### src/rtl/badhash_result_fifo.sv
// badhash_result_fifo: show-ahead result FIFO behind the hash stage.
// Each single-cycle strobe (io_hash_ready[0]) enqueues io_hash_data.
// There is no back-pressure. A result that arrives while the FIFO is full
// and not being popped is dropped, and the drop is recorded in a sticky
// overflow flag.
// Optional build macro: RESULT_CHECKSUM_EN adds the io_checksum and
// io_total ports, which track accepted results.
module badhash_result_fifo #(
  parameter int DEPTH = 4,
  parameter int WIDTH = 32
) (
  input  logic                       clk,
  input  logic                       reset,
  input  logic [WIDTH-1:0]           io_hash_data,
  input  logic [31:0]                io_hash_ready,
  input  logic                       io_pop,
  input  logic                       io_clear_ovf,
  output logic [WIDTH-1:0]           io_out_data,
  output logic                       io_out_valid,
  output logic [$clog2(DEPTH+1)-1:0] io_count,
  output logic                       io_full,
  output logic                       io_overflow
`ifdef RESULT_CHECKSUM_EN
  ,
  output logic [WIDTH-1:0]           io_checksum,
  output logic [15:0]                io_total
`endif
);

  localparam int AW = $clog2(DEPTH);
  localparam int CW = $clog2(DEPTH+1);

  logic [WIDTH-1:0] mem [DEPTH];
  logic [AW-1:0]    wp;
  logic [AW-1:0]    rp;
  logic [CW-1:0]    count;
  logic             overflow;

  logic push;
  logic pop_ok;
  logic full;
  logic accept;
  logic drop;
  logic unused_ready_hi;

  // Only bit 0 of the strobe word carries meaning.
  assign unused_ready_hi = ^io_hash_ready[31:1];

  // Decode push/pop qualification from registered occupancy.
  always_comb begin
    push   = io_hash_ready[0];
    full   = (count == CW'(DEPTH));
    pop_ok = io_pop & (count != '0);
    // When full, a push is accepted only if a pop frees the head slot this cycle.
    accept = push & (~full | pop_ok);
    drop   = push & full & ~io_pop;
  end

  // Pointer, count, and sticky overflow registers.
  always_ff @(posedge clk) begin
    if (reset) begin
      wp       <= '0;
      rp       <= '0;
      count    <= '0;
      overflow <= 1'b0;
    end else begin
      if (accept) begin
        wp <= wp + 1'b1;
      end
      if (pop_ok) begin
        rp <= rp + 1'b1;
      end
      if (accept && !pop_ok) begin
        count <= count + 1'b1;
      end else if (pop_ok && !accept) begin
        count <= count - 1'b1;
      end
      // A drop in the same cycle as a clear leaves the flag set.
      if (drop) begin
        overflow <= 1'b1;
      end else if (io_clear_ovf) begin
        overflow <= 1'b0;
      end
    end
  end

  // Storage array; contents are not reset, and a write in the reset cycle is discarded.
  always_ff @(posedge clk) begin
    if (!reset && accept) begin
      mem[wp] <= io_hash_data;
    end
  end

`ifdef RESULT_CHECKSUM_EN
  logic [WIDTH-1:0] checksum;
  logic [15:0]      total;

  // Running XOR and count of accepted results; dropped results are excluded.
  always_ff @(posedge clk) begin
    if (reset) begin
      checksum <= '0;
      total    <= '0;
    end else if (accept) begin
      checksum <= checksum ^ io_hash_data;
      total    <= total + 16'd1;
    end
  end

  // Export the checksum registers.
  always_comb begin
    io_checksum = checksum;
    io_total    = total;
  end
`endif

  // Show-ahead head and status flags, all derived from registered state.
  always_comb begin
    io_out_valid = (count != '0);
    io_out_data  = (count != '0) ? mem[rp] : '0;
    io_count     = count;
    io_full      = full;
    io_overflow  = overflow;
  end

endmodule
### config.mk
export PLATFORM = sky130hd
export DESIGN_NAME = badhash_result_fifo
export DESIGN_NICKNAME = d
export VERILOG_FILES = /design/src/rtl/badhash_result_fifo.sv
export SDC_FILE = /design/constraint.sdc
export NUM_CORES = 1
export LEC_CHECK = 0
export CAP_MARGIN = 15
export CORE_AREA = 10 10 127 129
export CTS_CLUSTER_DIAMETER = 150
export DETAILED_ROUTE_END_ITERATION = 6
export DIE_AREA = 0 0 137 139
export SYNTH_ARGS = -nofsm -noshare
export SYNTH_HDL_FRONTEND = slang
export SYNTH_SLANG_ARGS = --single-unit
### constraint.sdc
create_clock -name clk -period 9.95 [get_ports clk]
set_clock_uncertainty 0.05 [all_clocks]
set_input_delay 2.4875 -clock clk [delete_from_list [all_inputs] [get_ports clk]]
set_output_delay 2.4875 -clock clk [all_outputs]
set_load 0.03 [all_outputs]
* After elaboration in Yosys (flattened, before gate mapping)
Memories as Yosys holds them, arrays and structs flattened. A register that Yosys moved wholly into a read port is not among the register bits. Index checks and enable logic that the tools add are counted.
Storage, ports and cells: output and inout bits 38, memory bits (writable) 128, register bits 8, word-level logic and storage cells 35, memories kept 1, input port bits 68
Memory list:
- mem | depth 4, width 32, rd ports 1, clocked after Yosys merged registers in 1, wr ports 1, line 33 | logic [WIDTH-1:0] mem [DEPTH];
Operators by class: reductions and logical operators 9, add/subtract/negate cells 4, bitwise logic cells 7, mux-type cells 9, equal/unequal tests 1
Operators with widths (count):
- 32-bit 2-to-1 mux | 1
- 3-bit 2-to-1 mux | 2
- 2-bit by 1-bit adder with 2-bit output, second input constant | 2
- 1-bit AND | 4
- 1-bit 2-to-1 mux | 4
- 2-bit 2-to-1 mux | 2
- 2-bit nonzero test | 2
- 3-bit by 1-bit adder with 3-bit output, second input constant | 1
- 3-bit equality test, second input constant | 1
- 1-bit logical AND | 3
- 1-bit logical NOT | 3
- 3-bit nonzero test | 1
- 3-bit by 1-bit subtractor with 3-bit output, second input constant | 1
- 1-bit NOT | 2
- 1-bit OR | 1

* Longest topological paths before layout
Gate-level depths: netlist (run 1).
depth in word-level cells 8, gate-level depth with buffers 9, mapped depth without buffers 9

* Least setup slack after synthesis (run 1)
Ideal clock, no wire load.
path kind in2reg, start point input reset, end point memory mem[1][0], enable pin, arrival 5.088 ns, stages on the path 2, setup time 0.468 ns, buffers on the path 1, data required time 9.432 ns, path slack 4.344 ns, cells stage by stage clkbuf_1 -> nor3b_1
On the way: longest elaborated chain between the ends 4
RTL lines:
- from (decl) | line 13 | input logic reset,
- 1-bit logical NOT | line 89 | if (!reset && accept) begin
- 1-bit logical AND | line 89
- 1-bit 2-to-1 mux | line 89
- 1-bit 2-to-1 mux (implied by the code) | line 90 | mem[wp] <= io_hash_data;
- to (decl) | line 33
No other way between the ends.

==> qor.yml, run 1 <==
drtIter0Drc: 104
antenna_found_initial: 0
gp_congestion: 0.655
ant_nets: 0
dp_hpwl_um: 6150
drive_gt1_frac: 0.207
fin_tns_setup_ps: 0
fp.coreArea_um2: 13700
cp-end-kind: "primary output"
drv_slew: 0
required_ps: 7410
vias_per_cell: 4.85
htree_levels: 4
reg2reg_to: "io_count[2]"
synth.top_cell.area_share: 0.717
whs_ps: 422
cp_data_arrival_time_ps: 2650
synth_area_leader_cell: "edfxtp_1"
worst_pin_slew_ps: 905
firstDrtPassIters: 4
die_area_um2: 19000
cts_tree: "built"
rsz0062_at_grt: "false"
ys_ff_latch: 138
drcViolationCount: 0
rrSetupSlack_ps: 7570
grt_pass1_wl_um: 15800
worst-path-max-fanout: 32
synth-seq-area-share: 0.754
ys_types: 29
cts_hold_buf: 0
hold_viol: 0
r2r_cells: 9
initial_core_util: 0.393
hold_class: "register to register"
layout.nets: 422
slew_headroom: 0.396
synth_area_leaders: "edfxtp_1 (72%), mux4_2 (13%), dfxtp_1 (3.7%), nor2b_1 (2.1%), and2b_1 (2.0%)"
fmax_mhz: 193
die_w_um: 137
synth_edf_count: 128
synth_top_flop_cell: "edfxtp_1"
power_density_nw_per_um2: 277
wire_per_inst_um: 18.7
clk_pin_slew_ps: 50
grt_pass1_vias: 2841
timing.rr.start: "io_count[2]"
yosys_warnings: 0
worstSetupPathType: "register to primary output"
syn_area_per_cell_um2: 20.9
num_vias: 2608
endpoint: "io_out_data[1]"
grt_max_degree: 36
syn_area_um2: 5360
layout_min_cycle_time_ps: 5180
status: "completed"
io_buffers: 74
ir_drop_v: 0.000173
synth_nets: 331
clock-root-buffer: "clkbuf_16"
startpoint_type: "register"
routed_wl_um: 10000
rows: 43
maxCapViolCount: 0
clk_latency_ps: 410
post-cts-setup-buffers: 0
finalWorstSetupSlack_ps: 4770
syn_to_final_growth_pct: 27.6
setup_viol_count_final: 0
p_leak_nw: 2.25
final_common_cell: "edfxtp_1"
grtUsageTotal: 0.112
fin_crit_sh: 0.521
overflow: 0
cts_resized: 0
clock-sinks: 138
syn_inst: 257
num_io_pins: 106
mostFrequentLayoutCells: "edfxtp_1 (128), clkdlybuf4s50_1 (74), mux4_2 (32)"
cts_buffers: 17
diodes: 0
die_h_um: 139
async_reset_ff_frac: 0
place_ws_ps: 5130
cts_buffer_depth: 2
## worst max-delay path, stage by stage, from the launching register on
cell	delay [ps]
dfxtp_2	310
buf_4	540
mux4_2	570
and2b_1	200
clkdlybuf4s50_1	610
## cell type report
type	count	area [µm²]
multi-input cells	102	1270
well taps	180	225
inverters	6	22.5
flip-flops and latches	138	4050
clock inverters	6	27.5
clock buffers	23	448
fillers	1165	6820
repair buffers	83	808
## sequential cells by signal, summed over array words and instances (netlist names), named ones only
signal	count
io_count	3
wp	2
rp	2
io_overflow	1
mem	128
## power breakdown
group / switching (W) / internal [W]
registers: 0.0000268 / 0.000672
logic: 0.000372 / 0.000312
clock network: 0.000203 / 0.000309
## cells in the mapped netlist, types with 2 or more instances
library cell,n
a21oi_1,3
and2b_1,14
buf_1,3
buf_4,3
clkbuf_1,4
dfxtp_1,10
edfxtp_1,128
ha_1,5
inv_1,5
mux2i_1,2
mux4_2,32
nand2b_1,3
nor2_1,6
nor2b_1,18
nor3b_1,4
o21ai_0,2
xor2_1,3
## logic make-up after synthesis
family	count (synthesis)	share of synthesized area
simple gates	51	0.0616
flops	138	0.754
mux	35	0.141
xor+xnor	3	0.00490
fa+ha+maj	6	0.0154
buf+inv	17	0.0142
compound gates	7	0.00910
## worst min-delay path by stage
stage | from | endpoint | slack, ps | depth (start not counted)
floorplan | rp[1] | register | 410 | 2
global placement | io_overflow | io_overflow | 410 | 2
detailed placement | io_overflow | io_overflow | 420 | 2
CTS | io_overflow | io_overflow | 430 | 2
global route | io_overflow | io_overflow | 450 | 2
finish | io_overflow | io_overflow | 420 | 2
## stage by stage
step	instance area [µm²]	power, W	cells	utilization
final	6850	0.00189	538	0.501
after global routing	6850	0.00199	538	0.501
after CTS	6850	0.00193	538	0.501
after detailed placement	6370	0.00141	509	0.466
after global placement	6370	0.00141	509	0.466
after floorplan	5360	0.00115	257	-
## per-layer routing
metal  up-vias  global-route usage  part of all wire
li1       1202                   -                 -
met1      1331               0.135              0.43
met4         0              0.0499             0.014
met3        14              0.0402             0.055
met5         -                   0                 0
met2        61               0.175              0.50
(Power assumes the default switching activity.)
==> inputs of run 2 (changes only) <==
PLACE_DENSITY = 0.66   (was not set)
clock period = 4.7 ns   (was 9.95 ns; I/O delays follow)
==> qor.yml, run 2 (synthesis results as in run 1) <==
status: "completed"
io_buffers: 74  # unchanged
clock-sinks: 138  # unchanged
drcViolationCount: 0  # unchanged
antenna_found_initial: 0  # unchanged
mostFrequentLayoutCells: "edfxtp_1 (128), clkdlybuf4s50_1 (74), mux4_2 (32)"
cts_hold_buf: 0  # unchanged
initial_core_util: 0.393  # unchanged
die_h_um: 139  # unchanged
diodes: 0  # unchanged
wl_met1_um: 4120  # -4.9%
hold_class: "register to register"
grt_pass1_wl_um: 16100  # +2.3%
ant_nets: 0  # unchanged
cp-end-kind: "primary output"
top_register: "mem"
place_inst: 509  # unchanged
num_io_pins: 106  # unchanged
rsz0062_at_grt: "false"
rows: 43  # unchanged
clk_latency_ps: 410  # about the same
whs_path_depth: 2  # unchanged
cts_resized: 0  # unchanged
comb_power_share: 0.347  # -0.014
die_area_um2: 19000  # unchanged
power.switching_w: 0.00131  # +120%
whs_ps: 418  # -3.80 ps
cp_data_arrival_time_ps: 2640  # about the same
worst-path-max-fanout: 20  # -38%
power_density_nw_per_um2: 600  # +120%
firstDrtPassIters: 4  # unchanged
fill_cells: 1141  # -2.1%
p_seq_frac: 0.360  # -0.009
hold_end: "io_overflow"
worst_pin_slew_ps: 756  # -150 ps
crit_chain: "buf_12 > mux4_2 > and2b_1 > clkdlybuf4s50_1"
clk_pin_slew_ps: 60  # about the same
cts_buffers: 17  # unchanged
clock-root-buffer: "clkbuf_16"
overflow: 0  # unchanged
post-cts-setup-buffers: 0  # unchanged
drtIter0Drc: 161  # +55%
stdcell_count: 541  # +0.56%
grtUsageTotal: 0.115  # +0.00259
fin_area_um2: 6950  # +1.6%
drive_gt1_frac: 0.216  # +0.00936
place_area_um2: 6410  # +0.59%
setup_viol_count_final: 0  # unchanged
cts_buffer_depth: 2  # unchanged
required_ps: 3470  # -3940 ps
routed_wl_um: 10300  # +2.2%
startpoint_type: "register"
timing.rr.start: "io_count[2]"
highest_layer: "met4"
p_leak_nw: 2.29  # +1.8%
power_w: 0.00417  # +120%
power.internal_w: 0.00286  # +120%
layout.nets: 422  # unchanged
wl_met2_um: 5330  # +6.3%
fin_tns_setup_ps: 0  # unchanged
layout_min_cycle_time_ps: 3860
grt_max_degree: 36  # unchanged
hold_viol: 0  # unchanged
rrSetupSlack_ps: 2270  # -5300 ps
wl_met3_um: 643  # +16%
vias_per_cell: 4.81  # -0.71%
slew_headroom: 0.494  # +0.0976
syn_to_final_growth_pct: 29.6
fp.coreArea_um2: 13700  # unchanged
grt_pass1_vias: 2824  # -0.60%
switching_share: 0.313  # -0.00427
final_common_cell: "edfxtp_1"
reg2reg_to: "io_count[2]"
slowest_delay_ps: 650  # +40 ps
r2r_cells: 9  # unchanged
min_from: "io_overflow"
num_vias: 2604  # -0.15%
clkPwrFrac: 0.293  # +0.023
wire_per_inst_um: 19.0  # +1.7%
dp_hpwl_um: 6340  # +3.1%
worstSetupPathType: "register to primary output"
ir_drop_v: 0.000507  # +190%
drv_slew: 0  # unchanged
fmax_mhz: 259
cp_slowest_cell: "dfxtp_2"
gp_congestion: 0.688  # +5.0%
die_w_um: 137  # unchanged
fin_crit_sh: 0.821
htree_levels: 4  # unchanged
cts_tree: "built"
largest_reg_flops: 128  # unchanged
maxCapViolCount: 0  # unchanged
-- run 2: cell types whose count changed in the layout (fill, tap and decap cells not counted) --
| cell | before | now |
|---|---|---|
| clkinvlp_4 | 0 | 1 |
| clkinv_1 | 2 | 3 |
| clkbuf_1 | 6 | 4 |
| bufinv_16 | 0 | 2 |
| buf_12 | 0 | 3 |
| clkinv_2 | 4 | 5 |
| buf_4 | 9 | 6 |
-- run 2: worst max-delay path by stage --
stage,from,endpoint,slack (ps)
final,register,io_out_data[12],840
after global routing,register,io_out_data[12],670
after CTS,register,io_out_data[25],750
after detailed placement,register,io_out_data[25],1200
after global placement,register,io_out_data[25],1200
after floorplan,reset,mem[1][0],410
-- run 2: worst max-delay path: cells and delay by family, from the launching register on --
family	cells	cell delay, ps
buffers and inverters	2	870
DFF	1	650
muxes	1	510
and+or+nand+nor	1	180
-- run 2: through the flow --
step           setup slack (ps)   util
4_1_cts                     746  0.509
3_3_place_gp               1200  0.469
3_5_place_dp               1200  0.469
5_1_grt                     665  0.509
6_report                    840  0.509
2_1_floorplan               406      -
-- run 2: layout make-up --
cell class                 count  area (µm²)  share of cell area
sequential                   138        4050               0.582
multi-input combinational    102        1270               0.182
timing repair buffer          83         846               0.122
clock buffer                  21         440              0.0633
tap                          180         225              0.0324
clock inverter                11         104              0.0149
inverter                       6        22.5             0.00324
-- run 2: power by group through the flow --
stage               Clock (W)  Combinational [W]  Sequential [W]
global route          0.00131            0.00154         0.00152
detailed placement          0            0.00148         0.00153
floorplan                   0           0.000922         0.00150
finish                0.00122            0.00145         0.00150
global placement            0            0.00147         0.00153
CTS                   0.00126            0.00148         0.00151
-- run 2: layer usage --
| metal | global-route usage | up-vias |
|---|---|---|
| met5 | 0 | - |
| met4 | 0.0533 | 0 |
| met3 | 0.0449 | 16 |
| met2 | 0.188 | 59 |
| met1 | 0.128 | 1323 |
| li1 | - | 1206 |
